--- src/rtl/bnn_seq_ctrl.sv ---
// -----------------------------------------------------------------------------
// bnn_seq_ctrl
// Sequencer that sits in front of the 8-8-4 XNOR-popcount BNN datapath.
// It does two mutually exclusive jobs:
//   * Weight load: accepts a 4-bit nibble stream (low nibble first, then high
//     nibble) and turns each pair into one 8-bit weight write, walking the
//     neuron index from 0 to NUM_NEURONS-1.
//   * Inference: latches one input vector and waits out the datapath pipeline.
//     It then captures the 4-bit result and raises a one-cycle valid pulse.
// Because the two jobs never overlap, weights cannot change under a running
// inference.
//
// Ports
//   clk_i          rising-edge clock
//   reset_i        asynchronous active-high reset
//   ena_i          global enable; 0 freezes every state register and counter
//   load_start_i   begin, or restart, a weight-load session
//   nib_valid_i    nibble stream valid
//   nib_data_i     nibble stream data
//   nib_ready_o    nibble stream ready (combinational)
//   wr_en_o        one-cycle weight write strobe
//   wr_addr_o      neuron index being written
//   wr_data_o      {hi_nibble, lo_nibble}
//   load_busy_o    high while a load session is in progress
//   load_done_o    one-cycle pulse on the last write of a session
//   infer_req_i    request one inference on in_data_i
//   in_data_i      input vector, sampled when the request is accepted
//   x_out_o        held input vector for datapath layer 1
//   res_in_i       registered layer-2 output of the datapath
//   res_out_o      captured result, held until the next capture
//   res_valid_o    one-cycle pulse when res_out_o is updated
// -----------------------------------------------------------------------------
module bnn_seq_ctrl #(
  parameter int NUM_NEURONS = 12,
  parameter int ADDR_W      = 4,
  parameter int PIPE_LAT    = 2
) (
  input  logic              clk_i,
  input  logic              reset_i,
  input  logic              ena_i,
  input  logic              load_start_i,
  input  logic              nib_valid_i,
  input  logic [3:0]        nib_data_i,
  output logic              nib_ready_o,
  output logic              wr_en_o,
  output logic [ADDR_W-1:0] wr_addr_o,
  output logic [7:0]        wr_data_o,
  output logic              load_busy_o,
  output logic              load_done_o,
  input  logic              infer_req_i,
  input  logic [7:0]        in_data_i,
  output logic [7:0]        x_out_o,
  input  logic [3:0]        res_in_i,
  output logic [3:0]        res_out_o,
  output logic              res_valid_o
);

  localparam int LAT_W = (PIPE_LAT < 1) ? 1 : $clog2(PIPE_LAT + 1);

  typedef enum logic [1:0] {
    IDLE       = 2'd0,
    LOAD_LO    = 2'd1,
    LOAD_HI    = 2'd2,
    INFER_WAIT = 2'd3
  } state_t;

  state_t              state_q, state_d;
  logic [ADDR_W-1:0]   idx_q, idx_d;
  logic [3:0]          lo_buf_q, lo_buf_d;
  logic [LAT_W-1:0]    lat_cnt_q, lat_cnt_d;
  logic                wr_en_q, wr_en_d;
  logic [ADDR_W-1:0]   wr_addr_q, wr_addr_d;
  logic [7:0]          wr_data_q, wr_data_d;
  logic                load_done_q, load_done_d;
  logic [7:0]          x_out_q, x_out_d;
  logic [3:0]          res_out_q, res_out_d;
  logic                res_valid_q, res_valid_d;
  logic                nib_accept;

  // Ready only in the load states and only while enabled, so a disabled
  // cycle can never consume a nibble.
  assign nib_ready_o = ena_i && ((state_q == LOAD_LO) || (state_q == LOAD_HI));
  assign nib_accept  = nib_valid_i && nib_ready_o;
  assign load_busy_o = (state_q == LOAD_LO) || (state_q == LOAD_HI);

  // Next-state and registered-output logic. The pulse strobes default to 0
  // every cycle, including disabled ones; everything else holds unless the
  // block is enabled and the current state updates it.
  always_comb begin
    state_d     = state_q;
    idx_d       = idx_q;
    lo_buf_d    = lo_buf_q;
    lat_cnt_d   = lat_cnt_q;
    wr_en_d     = 1'b0;
    wr_addr_d   = wr_addr_q;
    wr_data_d   = wr_data_q;
    load_done_d = 1'b0;
    x_out_d     = x_out_q;
    res_out_d   = res_out_q;
    res_valid_d = 1'b0;

    if (ena_i) begin
      unique case (state_q)
        IDLE: begin
          // A load request beats a simultaneous inference request.
          if (load_start_i) begin
            idx_d   = '0;
            state_d = LOAD_LO;
          end else if (infer_req_i) begin
            x_out_d   = in_data_i;
            lat_cnt_d = LAT_W'(PIPE_LAT);
            state_d   = INFER_WAIT;
          end
        end

        LOAD_LO: begin
          if (load_start_i) begin
            idx_d   = '0;
            state_d = LOAD_LO;
          end else if (nib_accept) begin
            lo_buf_d = nib_data_i;
            state_d  = LOAD_HI;
          end
        end

        LOAD_HI: begin
          // A restart discards the buffered low nibble and suppresses the
          // write even if a nibble is handshaken in the same cycle.
          if (load_start_i) begin
            idx_d   = '0;
            state_d = LOAD_LO;
          end else if (nib_accept) begin
            wr_en_d   = 1'b1;
            wr_addr_d = idx_q;
            wr_data_d = {nib_data_i, lo_buf_q};
            if (idx_q == ADDR_W'(NUM_NEURONS - 1)) begin
              load_done_d = 1'b1;
              idx_d       = '0;
              state_d     = IDLE;
            end else begin
              idx_d   = idx_q + ADDR_W'(1);
              state_d = LOAD_LO;
            end
          end
        end

        INFER_WAIT: begin
          // Count down the pipeline stages, then sample the result on the
          // following enabled edge.
          if (lat_cnt_q != '0) begin
            lat_cnt_d = lat_cnt_q - LAT_W'(1);
          end else begin
            res_out_d   = res_in_i;
            res_valid_d = 1'b1;
            state_d     = IDLE;
          end
        end

        default: state_d = IDLE;
      endcase
    end
  end

  // State and output registers with asynchronous reset to the idle state.
  always_ff @(posedge clk_i or posedge reset_i) begin
    if (reset_i) begin
      state_q     <= IDLE;
      idx_q       <= '0;
      lo_buf_q    <= '0;
      lat_cnt_q   <= '0;
      wr_en_q     <= 1'b0;
      wr_addr_q   <= '0;
      wr_data_q   <= '0;
      load_done_q <= 1'b0;
      x_out_q     <= '0;
      res_out_q   <= '0;
      res_valid_q <= 1'b0;
    end else begin
      state_q     <= state_d;
      idx_q       <= idx_d;
      lo_buf_q    <= lo_buf_d;
      lat_cnt_q   <= lat_cnt_d;
      wr_en_q     <= wr_en_d;
      wr_addr_q   <= wr_addr_d;
      wr_data_q   <= wr_data_d;
      load_done_q <= load_done_d;
      x_out_q     <= x_out_d;
      res_out_q   <= res_out_d;
      res_valid_q <= res_valid_d;
    end
  end

  assign wr_en_o     = wr_en_q;
  assign wr_addr_o   = wr_addr_q;
  assign wr_data_o   = wr_data_q;
  assign load_done_o = load_done_q;
  assign x_out_o     = x_out_q;
  assign res_out_o   = res_out_q;
  assign res_valid_o = res_valid_q;

endmodule

--- config.mk ---
export PLATFORM = sky130hd
export DESIGN_NAME = bnn_seq_ctrl
export DESIGN_NICKNAME = d
export VERILOG_FILES = /design/src/rtl/bnn_seq_ctrl.sv
export SDC_FILE = /design/constraint.sdc
export NUM_CORES = 1
export LEC_CHECK = 0
export CORE_ASPECT_RATIO = 1.4
export CORE_MARGIN = 5
export CORE_UTILIZATION = 32
export CTS_BUF_LIST = sky130_fd_sc_hd__clkbuf_4 sky130_fd_sc_hd__clkbuf_8
export DETAILED_ROUTE_END_ITERATION = 6
export GPL_TIMING_DRIVEN = 0
export HOLD_SLACK_MARGIN = 0.05
export PLACE_DENSITY = 0.6
export SYNTH_ARGS = -nofsm -noshare
export SYNTH_HDL_FRONTEND = slang
export SYNTH_SLANG_ARGS = --single-unit
--- constraint.sdc ---
create_clock -name clk_i -period 2.55 [get_ports clk_i]
set_clock_uncertainty 0.15 [all_clocks]
set_input_delay 0.51 -clock clk_i [delete_from_list [all_inputs] [get_ports clk_i]]
set_output_delay 0.51 -clock clk_i [all_outputs]
set_load 0.01 [all_outputs]
==> impl_metrics.yaml, run 1 <==
status:
  outcome: "finished clean"
cts:
  cts_buffers: 5
  clock_latency_ns: 0.29
  htree_levels: 2
  cts_root_buffer: "clkbuf_8"
  path_clk_slew_ns: 0.08
  cts_sinks: 39
  cts_tree: "done"
  clock_path_buffers: 2
setup_path:
  start_kind: "flop"
  worstSetupEndpointType: "primary output"
  critPathArrivalTime_ns: 1.79
  path_max_fanout: 5
  crit_type: "reg -> out"
  crit_required_ns: 1.89
yosys:
  yosysTopAreaCellShare: 0.5489
  synth_simple_gate_area_frac: 0.1696
  syn_inst: 159
  syn_avg_cell_area_um2: 11.18
  synth.most_common_cell: "dfrtp_1"
  synth_nets: 188
  synth-edff-count: 0
  mappedNetlistArea_mm2: 0.001778
  ys_warn_count: 0
  ys_types: 34
  synth.area.top_cells: "dfrtp_1 (55%), mux2_2 (10%), nand2_1 (8.0%)"
  synth_seq_cells: 39
  yosys.area.top_type: "dfrtp_1"
  synth_common_cells: "dfrtp_1 (39), nand2_1 (38), mux2_2 (16)"
  synth_xor_area_frac: 0
  ys.flop_type: "dfrtp_1"
  synth_top_family_by_area: "simple AND/OR/NAND/NOR gates"
  synth-seq-area-share: 0.5489
  synthArstFlopShare: 1.000
  synth_compound_area_frac: 0.09008
  synthAdderAreaFrac: 0.04926
  synth.mux.area_fraction: 0.1013
power:
  power_frac_clock: 0.217
  finalPower_mw: 2.377
  leakagePower_nw: 1.173
  power.switching_mw: 0.7237
  swShare: 0.3045
  power_density_mw_per_mm2: 950.2
  peakVddDrop_v: 0.0005621
  p_int_mw: 1.653
  combPwrFrac: 0.398
  power_frac_seq: 0.386
finish:
  drive_gt1_frac: 0.1909
  layout.nets: 248
  nFillCells: 537
  antenna_cells: 0
  area_growth_pct: 40.68
detailed_routing:
  antenna_left: 0
  vias: 1327
  drc: 0
  first_pass_iters: 4
  wl_um: 3788
  first_iter_violations: 57
  post_drt_wl_per_cell_um: 13.15
  vias_per_cell: 4.608
placed_design:
  globalplace.congestion: 0.7004
  dp_hpwl_um: 2741
  pre_cts_slack_ns: 0.2628
  port_buffers: 49
run:
  maxCapViolations: 0
floorplan:
  die_x_um: 73.00
  floorplan.initialDensity: 0.3265
  die_y_um: 98.20
  dieArea_mm2: 0.007168
  ios: 51
  core_mm2: 0.005445
  placement_rows: 32
timing:
  finalHoldViolCount: 0
  tightest_slew_ns: 0.7786
  period_needed_ns: 2.449
  slew_violations: 0
  fin_ws_ns: 0.1007
  post-route-period-util: 0.9605
  relSlewSlack: 0.4802
  tns_ns: 0
  max_freq_mhz: 408.3
  setup_viol: 0
grt:
  top_usage_layer: "met2"
  grt_use_total: 0.1115
  grt_pass1_vias: 1330
  met3_usage: 0.03193
  antenna_found_initial: 0
  grt-ovfl-total: 0
  grtUsageMet1: 0.1359
  grtUsageMet2: 0.1868
  grt_max_degree: 40
  grt_pass1_wl_um: 6265
min_path:
  hp-class: "reg -> reg"
-- cell families (layout without fill, tap and decap cells) --
group	count (synthesis)	after routing
buffers and inverters	14	75
muxes	16	16
AOI/OAI and AO/OA	23	23
adders and majority gates	7	7
and+or+nand+nor	60	60
DFF	39	39
-- what timing repair did --
item,CTS,global route
gates resized for setup,1,2
gates cloned,0,0
setup buffers,0,4
hold buffers,0,0
endpoints found under the setup margin,1,1
-- cells in the final DEF, fill, tap and decap left out, types with 4 or more instances in the layout --
| cell | n |
|---|---|
| clkdlybuf4s50_1 | 49 |
| nand2_1 | 38 |
| dfrtp_1 | 37 |
| mux2_2 | 16 |
| inv_1 | 8 |
| o21ai_0 | 7 |
| ha_1 | 6 |
| buf_4 | 5 |
| clkbuf_8 | 5 |
| nand2b_1 | 4 |
| nor2_1 | 4 |
-- stage by stage --
| step | utilization | cell area [um2] | hold slack, ns | instances |
|---|---|---|---|---|
| 3_3_place_gp | 0.4322 | 2354 | 0.2971 | 276 |
| 5_1_grt | 0.4593 | 2501 | 0.3353 | 288 |
| 3_5_place_dp | 0.4322 | 2354 | 0.3017 | 276 |
| 4_1_cts | 0.4531 | 2467 | 0.3154 | 284 |
| 2_1_floorplan | - | 1778 | 0.2839 | 159 |
| 6_report | 0.4593 | 2501 | 0.3144 | 288 |
-- per-layer routing --
layer  up-vias  share of wire
met5         -              0
met4         0          0.013
met3         5          0.064
met2        37           0.49
met1       629           0.43
li1        656              -
-- path summary, 6_finish.rpt --
path,start,to,slack (ns),cells past startpoint
setup / recovery,state_q[0],nib_ready_o,0.10,4
hold / removal,lo_buf_q[2],wr_data_o[2],0.31,2
setup reg to reg,state_q[0],lo_buf_q[0],0.53,5
hold reg to reg,lo_buf_q[2],wr_data_o[2],0.31,2
max in group asynchronous,reset_i,state_q[1],1.18,2
min in group asynchronous,reset_i,x_out_o[4],0.53,2
-- layout make-up --
| cell class | instances | area [um2] | share of cell area |
|---|---|---|---|
| Buffer | 4 | 35.03 | 0.01401 |
| Multi-Input combinational cell | 106 | 732.0 | 0.2926 |
| Inverter | 10 | 37.54 | 0.01501 |
| Clock buffer | 5 | 68.82 | 0.02751 |
| Clock inverter | 3 | 43.79 | 0.01751 |
| Sequential cell | 39 | 978.4 | 0.3912 |
| Tap cell | 68 | 85.08 | 0.03402 |
| Timing Repair Buffer | 53 | 520.5 | 0.2081 |
-- flip-flops by register name, indices dropped and copies added (netlist names) --
| register | count |
|---|---|
| idx_q | 4 |
| wr_addr_o | 4 |
| x_out_o | 8 |
| res_out_o | 4 |
| lo_buf_q | 4 |
| load_done_o | 1 |
| wr_data_o | 8 |
| lat_cnt_q | 2 |
| wr_en_o | 1 |
| res_valid_o | 1 |
| state_q | 2 |
-- critical path, cell delays in order, from the launching register on --
cell             delay, ns
dfrtp_2               0.40
inv_1                 0.08
ha_2                  0.36
and2_1                0.13
clkdlybuf4s50_1       0.52
-- power by group through the flow --
stage / Combinational (mW) / Sequential, mW / Clock, mW
floorplan: 0.406 / 0.983 / 0
global placement: 0.888 / 0.925 / 0
detailed placement: 0.906 / 0.934 / 0
CTS: 0.910 / 0.923 / 0.530
global route: 1.04 / 0.946 / 0.554
finish: 0.945 / 0.916 / 0.515
No activity file was read; power rests on OpenSTA's default activity.
==> run 2: changes to the inputs <==
Settings changed: RECOVER_POWER set to 25, SLEW_MARGIN set to 20.
==> impl_metrics.yaml, run 2 (synthesis gave the netlist of run 1 again) <==
power:
  leakagePower_nw: 1.147
  power.switching_mw: 0.7057
  swShare: 0.3129
  peakVddDrop_v: 0.0004941
  p_int_mw: 1.550
  power_frac_clock: 0.183
  power_frac_seq: 0.408
  power_density_mw_per_mm2: 915.9
  combPwrFrac: 0.408
cts:
  cts_root_buffer: "clkbuf_8"
  cts_hold_buf: 0
  cts-resized-gates: 1
  clock_path_buffers: 2
  post_cts_buffers: 0
  cts_tree: "done"
  cts_buffers: 5
  cts_sinks: 39
  htree_levels: 2
  path_clk_slew_ns: 0.08
  clock_latency_ns: 0.29
setup_path:
  path_max_fanout: 6
  crit_required_ns: 1.89
  path_cells: "inv_1 -> ha_4 -> and2_1 -> clkdlybuf4s50_1"
  r2r-start: "state_q[1]"
  r2r_end: "lo_buf_q[0]"
  crit_type: "reg -> out"
  cp_slowest_stage_delay_ns: 0.52
  rrSetupSlack_ns: 0.56
  start_kind: "flop"
  rr_worst_depth: 5
  crit_slowest_cell: "clkdlybuf4s50_1"
  critPathArrivalTime_ns: 1.75
  worstSetupEndpointType: "primary output"
grt:
  antenna_found_initial: 0
  grt-ovfl-total: 0
  grt_use_total: 0.1136
  grt_max_degree: 21
  grt_pass1_wl_um: 6417
  grt_pass1_vias: 1361
finish:
  layout_commonest_cell: "clkdlybuf4s50_1"
  antenna_cells: 0
  layout.nets: 245
  layout_common_cells: "clkdlybuf4s50_1 (48), nand2_1 (38), dfrtp_1 (37), mux2_2 (16), inv_1 (9)"
  area_growth_pct: 38.49
  final_cells: 285
  drive_gt1_frac: 0.1751
placed_design:
  port_buffers: 49
  globalplace.congestion: 0.7004
  dp_hpwl_um: 2840
  placedCellCount: 277
run:
  maxCapViolations: 0
floorplan:
  placement_rows: 32
  die_y_um: 98.20
  dieArea_mm2: 0.007168
  core_mm2: 0.005445
  ios: 51
  floorplan.initialDensity: 0.3265
  die_x_um: 73.00
timing:
  max_freq_mhz: 414.2
  setup_viol: 0
  post-route-period-util: 0.9469
  rsz0062_at_grt: "false"
  slew_violations: 0
  hold_ws_ns: 0.3241
  tns_ns: 0
  period_needed_ns: 2.415
  finalHoldViolCount: 0
  relSlewSlack: 0.5194
  tightest_slew_ns: 0.7202
status:
  outcome: "finished clean"
detailed_routing:
  first_iter_violations: 26
  drc: 0
  vias: 1305
  first_pass_iters: 4
  antenna_left: 0
  post_drt_wl_per_cell_um: 13.27
  vias_per_cell: 4.579
  wl_um: 3781
min_path:
  hold_depth: 2
  worstHoldStart: "wr_addr_o[0]"
  hp-class: "reg -> reg"
  holdPathEnd: "wr_addr_o[0]"
==> run 2: cell count changes in the layout (fill, tap and decap cells not counted), sizes merged <==
cell,delta
dlygate4sd3,+1
clkdlybuf4s50,-1
clkinvlp,+1
clkinv,-1
clkbuf,+2
buf,-4
bufinv,-1
==> run 2: layout make-up <==
class,instances,area [um2]
Buffer,4,35.03
Clock inverter,2,12.51
Timing Repair Buffer,50,495.5
Clock buffer,6,76.32
Tap cell,68,85.08
Multi-Input combinational cell,106,742.0
Fill cell,534,2983
Inverter,10,37.54
Sequential cell,39,978.4
==> run 2: worst max path at each step <==
stage	from	endpoint	slack [ns]	depth (start not counted)
3_3_place_gp	reset_i	lat_cnt_q[0]	0.11	2
2_1_floorplan	state_q[1]	lo_buf_q[0]	0.66	5
5_1_grt	state_q[0]	nib_ready_o	0.06	4
3_5_place_dp	load_start_i	wr_data_o[6]	0.25	7
4_1_cts	state_q[0]	nib_ready_o	0.02	4
6_report	state_q[1]	nib_ready_o	0.14	4
==> run 2: worst max-delay path: cells and delay by family, from the launching register on <==
family | cells | cell delay, ns
flops | 1 | 0.42
simple gates | 1 | 0.12
buf+inv | 2 | 0.63
fa+ha+maj | 1 | 0.30
==> run 2: layer usage <==
layer | wire, um | GRT usage
met3 | 290 | 0.04016
met5 | 0 | 0
met2 | 1892 | 0.1888
met4 | 49 | 0.03409
met1 | 1548 | 0.1353
==> run 2: power by group through the flow <==
| stage | clock network [mW] | logic [mW] | registers, mW |
|---|---|---|---|
| floorplan | 0 | 0.406 | 0.983 |
| global placement | 0 | 0.888 | 0.925 |
| detailed placement | 0 | 0.908 | 0.934 |
| CTS | 0.431 | 0.912 | 0.923 |
| global route | 0.459 | 1.02 | 0.952 |
| finish | 0.414 | 0.921 | 0.921 |
==> run 2: stage by stage <==
stage          power (mW)    util  instance area [um2]  setup slack [ns]
2_1_floorplan       1.390       -                 1778            0.6639
3_3_place_gp        1.813  0.4322                 2354            0.1129
3_5_place_dp        1.842  0.4373                 2381            0.2494
4_1_cts             2.267  0.4538                 2471           0.01692
5_1_grt             2.426  0.4522                 2462           0.06126
6_report            2.255  0.4522                 2462            0.1354
